--- src/rtl/sdram_ctrl_if.sv ---
// sdram_ctrl_if -- host request/response bundle for sdram_ctrl.
//   req_valid / req_ready : request handshake (accept when both high at clk edge)
//   req_we                : 1 = write, 0 = read
//   req_addr              : {bank[1:0], row, col}
//   req_wdata             : write data
//   rsp_valid             : one-cycle completion pulse (reads and writes)
//   rsp_rdata             : read data, meaningful while rsp_valid on a read
// master = host side, slave = controller side.
interface sdram_ctrl_if #(
  parameter int DATA_WIDTH = 16,
  parameter int ADDR_WIDTH = 21
);
  logic                  req_valid;
  logic                  req_ready;
  logic                  req_we;
  logic [ADDR_WIDTH-1:0] req_addr;
  logic [DATA_WIDTH-1:0] req_wdata;
  logic                  rsp_valid;
  logic [DATA_WIDTH-1:0] rsp_rdata;

  modport master (
    output req_valid, req_we, req_addr, req_wdata,
    input  req_ready, rsp_valid, rsp_rdata
  );

  modport slave (
    input  req_valid, req_we, req_addr, req_wdata,
    output req_ready, rsp_valid, rsp_rdata
  );
endinterface

--- src/rtl/sdram_ctrl.sv ---
// sdram_ctrl -- single-request SDRAM command sequencer.
//   Accepts one host request at a time, issues ACTIVATE (bank,row), then
//   READ or WRITE (bank,col), then NOPs while the access completes, and
//   pulses rsp_valid (with rsp_rdata on reads) once done.
// Ports:
//   clk, rst          : clock, asynchronous active-high reset
//   host (slave)      : request/response handshake, see sdram_ctrl_if
//   cs_n/ras_n/cas_n/we_n : SDRAM command pins (registered)
//   sdram_addr        : row on ACTIVATE, zero-extended column on READ/WRITE
//   bank_select       : bank for ACTIVATE/READ/WRITE
//   dq_in             : write data toward the SDRAM
//   dq_out            : read data from the SDRAM
// Build option:
//   SDRAM_CTRL_ROW_HIT_EN -- when defined, the bank/row of the last ACTIVATE
//   is remembered and a request hitting it skips the ACTIVATE cycle.
module sdram_ctrl #(
  parameter int DATA_WIDTH = 16,
  parameter int ROW_BITS   = 11,
  parameter int COL_BITS   = 8,
  parameter int WR_NOPS    = 3,
  parameter int RD_LAT     = 2
) (
  input  logic                  clk,
  input  logic                  rst,
  sdram_ctrl_if.slave           host,
  output logic                  cs_n,
  output logic                  ras_n,
  output logic                  cas_n,
  output logic                  we_n,
  output logic [ROW_BITS-1:0]   sdram_addr,
  output logic [1:0]            bank_select,
  output logic [DATA_WIDTH-1:0] dq_in,
  input  logic [DATA_WIDTH-1:0] dq_out
);

  localparam int ADDR_W = 2 + ROW_BITS + COL_BITS;
  localparam int MAX_N  = (WR_NOPS > RD_LAT) ? WR_NOPS : RD_LAT;
  // The counter only ever holds N-1, so clog2(N) bits are enough.
  localparam int CNT_W  = (MAX_N < 2) ? 1 : $clog2(MAX_N);

  // {cs_n, ras_n, cas_n, we_n}
  localparam logic [3:0] CMD_ACTIVATE = 4'b0011;
  localparam logic [3:0] CMD_READ     = 4'b0101;
  localparam logic [3:0] CMD_WRITE    = 4'b0100;
  localparam logic [3:0] CMD_NOP      = 4'b0111;
  localparam logic [3:0] CMD_DESELECT = 4'b1111;

  typedef enum logic [2:0] {
    IDLE = 3'd0,
    ACT  = 3'd1,
    CMD  = 3'd2,
    WAIT = 3'd3,
    RESP = 3'd4
  } state_t;

  state_t                state_reg, state_next;
  logic [CNT_W-1:0]      cnt_reg, cnt_next;
  logic                  we_reg, we_next;
  logic [ADDR_W-1:0]     addr_reg, addr_next;
  logic [DATA_WIDTH-1:0] wdata_reg, wdata_next;
  logic [3:0]            cmd_reg, cmd_next;
  logic [ROW_BITS-1:0]   sdram_addr_reg, sdram_addr_next;
  logic [1:0]            bank_reg, bank_next;
  logic [DATA_WIDTH-1:0] dq_in_reg, dq_in_next;
  logic                  rsp_valid_reg, rsp_valid_next;
  logic [DATA_WIDTH-1:0] rsp_rdata_reg, rsp_rdata_next;

`ifdef SDRAM_CTRL_ROW_HIT_EN
  logic                  open_valid_reg, open_valid_next;
  logic [1:0]            open_bank_reg, open_bank_next;
  logic [ROW_BITS-1:0]   open_row_reg, open_row_next;
`endif

  logic                  accept;
  logic                  cur_we;
  logic [ADDR_W-1:0]     cur_addr;
  logic [DATA_WIDTH-1:0] cur_wdata;
  logic [1:0]            cur_bank;
  logic [ROW_BITS-1:0]   cur_row;
  logic [COL_BITS-1:0]   cur_col;

  assign host.req_ready = (state_reg == IDLE) && !rst;
  assign accept         = host.req_valid && host.req_ready;

  // Pins are registered from the next state, so the request fields must come
  // straight from the host on the accept edge and from the capture registers
  // afterwards.
  always_comb begin
    if (state_reg == IDLE) begin
      cur_we    = host.req_we;
      cur_addr  = host.req_addr;
      cur_wdata = host.req_wdata;
    end else begin
      cur_we    = we_reg;
      cur_addr  = addr_reg;
      cur_wdata = wdata_reg;
    end
  end

  assign cur_bank = cur_addr[ADDR_W-1 -: 2];
  assign cur_row  = cur_addr[COL_BITS +: ROW_BITS];
  assign cur_col  = cur_addr[COL_BITS-1:0];

  always_comb begin
    state_next      = state_reg;
    cnt_next        = cnt_reg;
    we_next         = we_reg;
    addr_next       = addr_reg;
    wdata_next      = wdata_reg;
    cmd_next        = CMD_DESELECT;
    sdram_addr_next = sdram_addr_reg;
    bank_next       = bank_reg;
    dq_in_next      = dq_in_reg;
    rsp_valid_next  = 1'b0;
    rsp_rdata_next  = rsp_rdata_reg;
`ifdef SDRAM_CTRL_ROW_HIT_EN
    open_valid_next = open_valid_reg;
    open_bank_next  = open_bank_reg;
    open_row_next   = open_row_reg;
`endif

    case (state_reg)
      IDLE: begin
        if (accept) begin
          we_next    = host.req_we;
          addr_next  = host.req_addr;
          wdata_next = host.req_wdata;
`ifdef SDRAM_CTRL_ROW_HIT_EN
          if (open_valid_reg && (open_bank_reg == cur_bank) &&
              (open_row_reg == cur_row)) begin
            state_next = CMD;
          end else begin
            state_next = ACT;
          end
`else
          state_next = ACT;
`endif
        end
      end
      ACT:  state_next = CMD;
      CMD: begin
        state_next = WAIT;
        cnt_next   = we_reg ? CNT_W'(WR_NOPS - 1) : CNT_W'(RD_LAT - 1);
      end
      WAIT: begin
        if (cnt_reg == '0) begin
          state_next = RESP;
        end else begin
          cnt_next = cnt_reg - 1'b1;
        end
      end
      RESP:    state_next = IDLE;
      default: state_next = IDLE;
    endcase

    // Registered outputs for the cycle the FSM is about to enter.
    case (state_next)
      ACT: begin
        cmd_next        = CMD_ACTIVATE;
        sdram_addr_next = cur_row;
        bank_next       = cur_bank;
`ifdef SDRAM_CTRL_ROW_HIT_EN
        open_valid_next = 1'b1;
        open_bank_next  = cur_bank;
        open_row_next   = cur_row;
`endif
      end
      CMD: begin
        cmd_next        = cur_we ? CMD_WRITE : CMD_READ;
        sdram_addr_next = ROW_BITS'(cur_col);
        bank_next       = cur_bank;
        if (cur_we) begin
          dq_in_next = cur_wdata;
        end
      end
      WAIT: cmd_next = CMD_NOP;
      RESP: begin
        rsp_valid_next = 1'b1;
        // dq_out is sampled on the edge that ends the last NOP.
        if (!we_reg) begin
          rsp_rdata_next = dq_out;
        end
      end
      default: cmd_next = CMD_DESELECT;
    endcase
  end

  always_ff @(posedge clk or posedge rst) begin
    if (rst) begin
      state_reg      <= IDLE;
      cnt_reg        <= '0;
      we_reg         <= 1'b0;
      addr_reg       <= '0;
      wdata_reg      <= '0;
      cmd_reg        <= CMD_DESELECT;
      sdram_addr_reg <= '0;
      bank_reg       <= '0;
      dq_in_reg      <= '0;
      rsp_valid_reg  <= 1'b0;
      rsp_rdata_reg  <= '0;
`ifdef SDRAM_CTRL_ROW_HIT_EN
      open_valid_reg <= 1'b0;
      open_bank_reg  <= '0;
      open_row_reg   <= '0;
`endif
    end else begin
      state_reg      <= state_next;
      cnt_reg        <= cnt_next;
      we_reg         <= we_next;
      addr_reg       <= addr_next;
      wdata_reg      <= wdata_next;
      cmd_reg        <= cmd_next;
      sdram_addr_reg <= sdram_addr_next;
      bank_reg       <= bank_next;
      dq_in_reg      <= dq_in_next;
      rsp_valid_reg  <= rsp_valid_next;
      rsp_rdata_reg  <= rsp_rdata_next;
`ifdef SDRAM_CTRL_ROW_HIT_EN
      open_valid_reg <= open_valid_next;
      open_bank_reg  <= open_bank_next;
      open_row_reg   <= open_row_next;
`endif
    end
  end

  assign {cs_n, ras_n, cas_n, we_n} = cmd_reg;
  assign sdram_addr     = sdram_addr_reg;
  assign bank_select    = bank_reg;
  assign dq_in          = dq_in_reg;
  assign host.rsp_valid = rsp_valid_reg;
  assign host.rsp_rdata = rsp_rdata_reg;

endmodule

--- src/flat_wrapper.sv ---
// flat-port wrapper written by rule: the top's interface ports become plain ports
module sdram_ctrl_flat 
#(
  parameter int DATA_WIDTH = 16,
  parameter int ROW_BITS   = 11,
  parameter int COL_BITS   = 8,
  parameter int WR_NOPS    = 3,
  parameter int RD_LAT     = 2
)
  (clk, rst, cs_n, ras_n, cas_n, we_n, sdram_addr, bank_select, dq_in, dq_out, host_req_valid, host_req_we, host_req_addr, host_req_wdata, host_req_ready, host_rsp_valid, host_rsp_rdata);
  sdram_ctrl_if #(.DATA_WIDTH(DATA_WIDTH), .ADDR_WIDTH((2 + (11) + (8)))) host_i ();
  input  logic clk;
  input  logic rst;
  output logic cs_n;
  output logic ras_n;
  output logic cas_n;
  output logic we_n;
  output logic [ROW_BITS-1:0] sdram_addr;
  output logic [1:0] bank_select;
  output logic [DATA_WIDTH-1:0] dq_in;
  input  logic [DATA_WIDTH-1:0] dq_out;
  input wire logic [$bits(host_i.req_valid)-1:0] host_req_valid;
  input wire logic [$bits(host_i.req_we)-1:0] host_req_we;
  input wire logic [$bits(host_i.req_addr)-1:0] host_req_addr;
  input wire logic [$bits(host_i.req_wdata)-1:0] host_req_wdata;
  output wire logic [$bits(host_i.req_ready)-1:0] host_req_ready;
  output wire logic [$bits(host_i.rsp_valid)-1:0] host_rsp_valid;
  output wire logic [$bits(host_i.rsp_rdata)-1:0] host_rsp_rdata;
  assign host_i.req_valid = host_req_valid;
  assign host_i.req_we = host_req_we;
  assign host_i.req_addr = host_req_addr;
  assign host_i.req_wdata = host_req_wdata;
  assign host_req_ready = host_i.req_ready;
  assign host_rsp_valid = host_i.rsp_valid;
  assign host_rsp_rdata = host_i.rsp_rdata;
  sdram_ctrl #(.DATA_WIDTH(DATA_WIDTH), .ROW_BITS(ROW_BITS), .COL_BITS(COL_BITS), .WR_NOPS(WR_NOPS), .RD_LAT(RD_LAT)) u_core (.clk(clk), .rst(rst), .host(host_i), .cs_n(cs_n), .ras_n(ras_n), .cas_n(cas_n), .we_n(we_n), .sdram_addr(sdram_addr), .bank_select(bank_select), .dq_in(dq_in), .dq_out(dq_out));
endmodule
--- config.mk ---
export PLATFORM = sky130hd
export DESIGN_NAME = sdram_ctrl_flat
export DESIGN_NICKNAME = d
export VERILOG_FILES = /design/src/rtl/sdram_ctrl_if.sv /design/src/rtl/sdram_ctrl.sv /design/src/flat_wrapper.sv
export SDC_FILE = /design/constraint.sdc
export NUM_CORES = 1
export LEC_CHECK = 0
export ABC_AREA = 1
export BUFFER_PORTS_ARGS = -buffer_cell sky130_fd_sc_hd__buf_2
export CORE_ASPECT_RATIO = 1.5
export CORE_UTILIZATION = 30
export DETAILED_ROUTE_END_ITERATION = 7
export HOLD_SLACK_MARGIN = 0.05
export PLACE_DENSITY = 0.64
export SLEW_MARGIN = 20
export SYNTH_ARGS = -nofsm -noshare
export SYNTH_HDL_FRONTEND = slang
export SYNTH_SLANG_ARGS = --single-unit
--- constraint.sdc ---
create_clock -name clk -period 2.12 [get_ports clk]
set_input_delay 0.106 -clock clk [delete_from_list [all_inputs] [get_ports clk]]
set_output_delay 0.106 -clock clk [all_outputs]
set_load 0.01 [all_outputs]
==> run metrics <==
P_leak 2.73 nW; Vias 3,239; Crit Path Category register to register; Resized cells post-CTS 0; Worst path max stage delay 480 ps; top-level port count 108; WP data arrival 1990 ps; #FFs+latches synth 83; leading area contributor after synthesis dfrtp_1; Final Hold Viols 0; synthesized area 3620 sq um; CTS buffer count 9; worst-case clock buffer depth 2; top cell type's share of synthesized area 0.546; Max IR drop VDD 0.000578 V; Detailed Route WL 8630 um; worst endpoint required time 2390 ps; Hold WS 59.5 ps; power per standard cell area 1430 nW/um^2; outcome completed; Max Cap Viol 0; clock-pin slew on the worst setup and hold paths 60 ps; Synth Net Count 491; worst-case reg-to-reg path depth 6; Syn Area/Cell 8.36 sq um; fin. max-slew vios 0; DIE HEIGHT 137 um; clock network latency to the later pin of the worst-skew pair 330 ps; RSZ-0062 raised after global routing no; post-DP HPWL 5940 um; Setup crit start kind register; Hold Crit Class input port to register; Antenna Cells 0; max frequency 582 MHz; Crit Path Max Fanout 14; Die ar. 12,500 sq um; initial antenna violation count 0; most used cell, CP nand3_1; Worst setup startpoint u_core.state_reg[1]; Total GRT Usage 0.148; # DRC 0; Min Clock Period, post-route 1720 ps; Area contributors post-synth dfrtp_1 55%, nand2_1 15%, o21ai_0 8.2%; Slew @ Worst Pin 822 ps; first-pass GRT wire length 14,500 um; period utilization 0.811; DR iter-0 viols 142; largest net degree at the start of global routing 71; RR Startpoint u_core.state_reg[1]; warnings from Yosys 0; TritonRoute pass-1 iters 5; Root Driver clkbuf_16; post-route ant nets 0; hold_buf cts 39; Hold Path Stages 3; Fillers 1,156; Placement Rows 48; Final setup viols 0; max_slew headroom 0.452; GR Overflow Total 0; routability congestion estimate 0.859; Pwr Total 7.22 mW; die width 91.7 um; Avg Vias per Cell 4.42; core area 11,700 sq um; vias in the first global route 3,221; count of input and output buffers 107; H-tree levels 3; Clock Sink Count 83; CTS tree built; Post-CTS Setup Inserts 0; Distinct cells, synth 20; drt wl/cell 11.8 um; Clock Skew 7.46 ps; sequential fraction of the synthesis area 0.575; Critical Path End Type register; HP Start host_req_wdata[10]; Synth Instances 433; Starting Density 0.311; CP max-delay cell nor2_2; nets 635; layout cell share with drive strength beyond 1 0.254; Area growth, synth to finish 39.7%; CP Cell Sequence nor2_4 > buf_4 > nand3_1 > nor2_2 > nand2_1 > nand3_1
==> critical path, delay by kind of cell (launching register included) <==
family        cells  cell delay, ps
simple gates      5             990
flops             1             450
buf+inv           1             200
==> final timing paths <==
check | endpoint | slack (ps)
max in group asynchronous | u_core.host.rsp_rdata[5] | 900
max reg2reg | u_core.sdram_addr[5] | 400
max | u_core.sdram_addr[5] | 400
min in group asynchronous | u_core.state_reg[1] | 430
min | u_core.wdata_reg[10] | 60
min reg2reg | u_core.dq_in[4] | 470
==> metrics by stage <==
stage | TNS (ps) | instance area, sq um | setup WS (ps) | instances | util
after floorplan | -1260 | 3650 | -46.1 | 433 | -
after global placement | 0 | 4300 | 488 | 677 | 0.369
after detailed placement | 0 | 4300 | 389 | 677 | 0.369
after CTS | 0 | 5060 | 364 | 732 | 0.434
after global routing | 0 | 5060 | 184 | 732 | 0.434
final | 0 | 5060 | 401 | 732 | 0.434
==> layout by cell type (no fill, tap or decap), types with 4 or more instances in the layout <==
cell and instances:
dfrtp_1 79, nor2_1 8, nand2_1 147, dfstp_2 4, nand3_1 40, bufinv_16 4, o21ai_0 59, dlygate4sd3_1 39
buf_4 8, buf_2 107, inv_1 58, clkbuf_16 9
==> synth_stat cells, drive strengths merged <==
cell type and instances:
a21oi 1, buf 18, clkbuf 3, dfrtp 79, dfstp 4, ha 1, inv 62, nand2 150
nand3 41, nand4 2, nor2 10, nor3 1, o21ai 61
==> routing by layer <==
layer  part of all wire  global-route usage
met5                  0                   0
met4              0.021              0.0694
met3              0.051              0.0333
met2               0.52               0.273
met1               0.40               0.161
==> where the power goes <==
group	total, mW	internal [mW]	switching, mW
clock network	1.88	1.27	0.612
registers	2.74	2.34	0.401
logic	2.59	1.03	1.57
==> cells by family after synthesis <==
family | Yosys count | share of synthesized area
flops | 83 | 0.575
compound gates | 62 | 0.0857
simple gates | 204 | 0.239
buf+inv | 83 | 0.0964
fa+ha+maj | 1 | 0.00345
==> layout make-up <==
class | count | area [sq um] | share of cell area
inverter | 62 | 236 | 0.0467
sequential | 83 | 2080 | 0.412
clock buffer | 9 | 225 | 0.0445
timing repair buffer | 154 | 986 | 0.195
clock inverter | 7 | 140 | 0.0277
multi-input combinational | 267 | 1200 | 0.237
tap | 150 | 188 | 0.0371
Power figures use the tool's default switching activity.
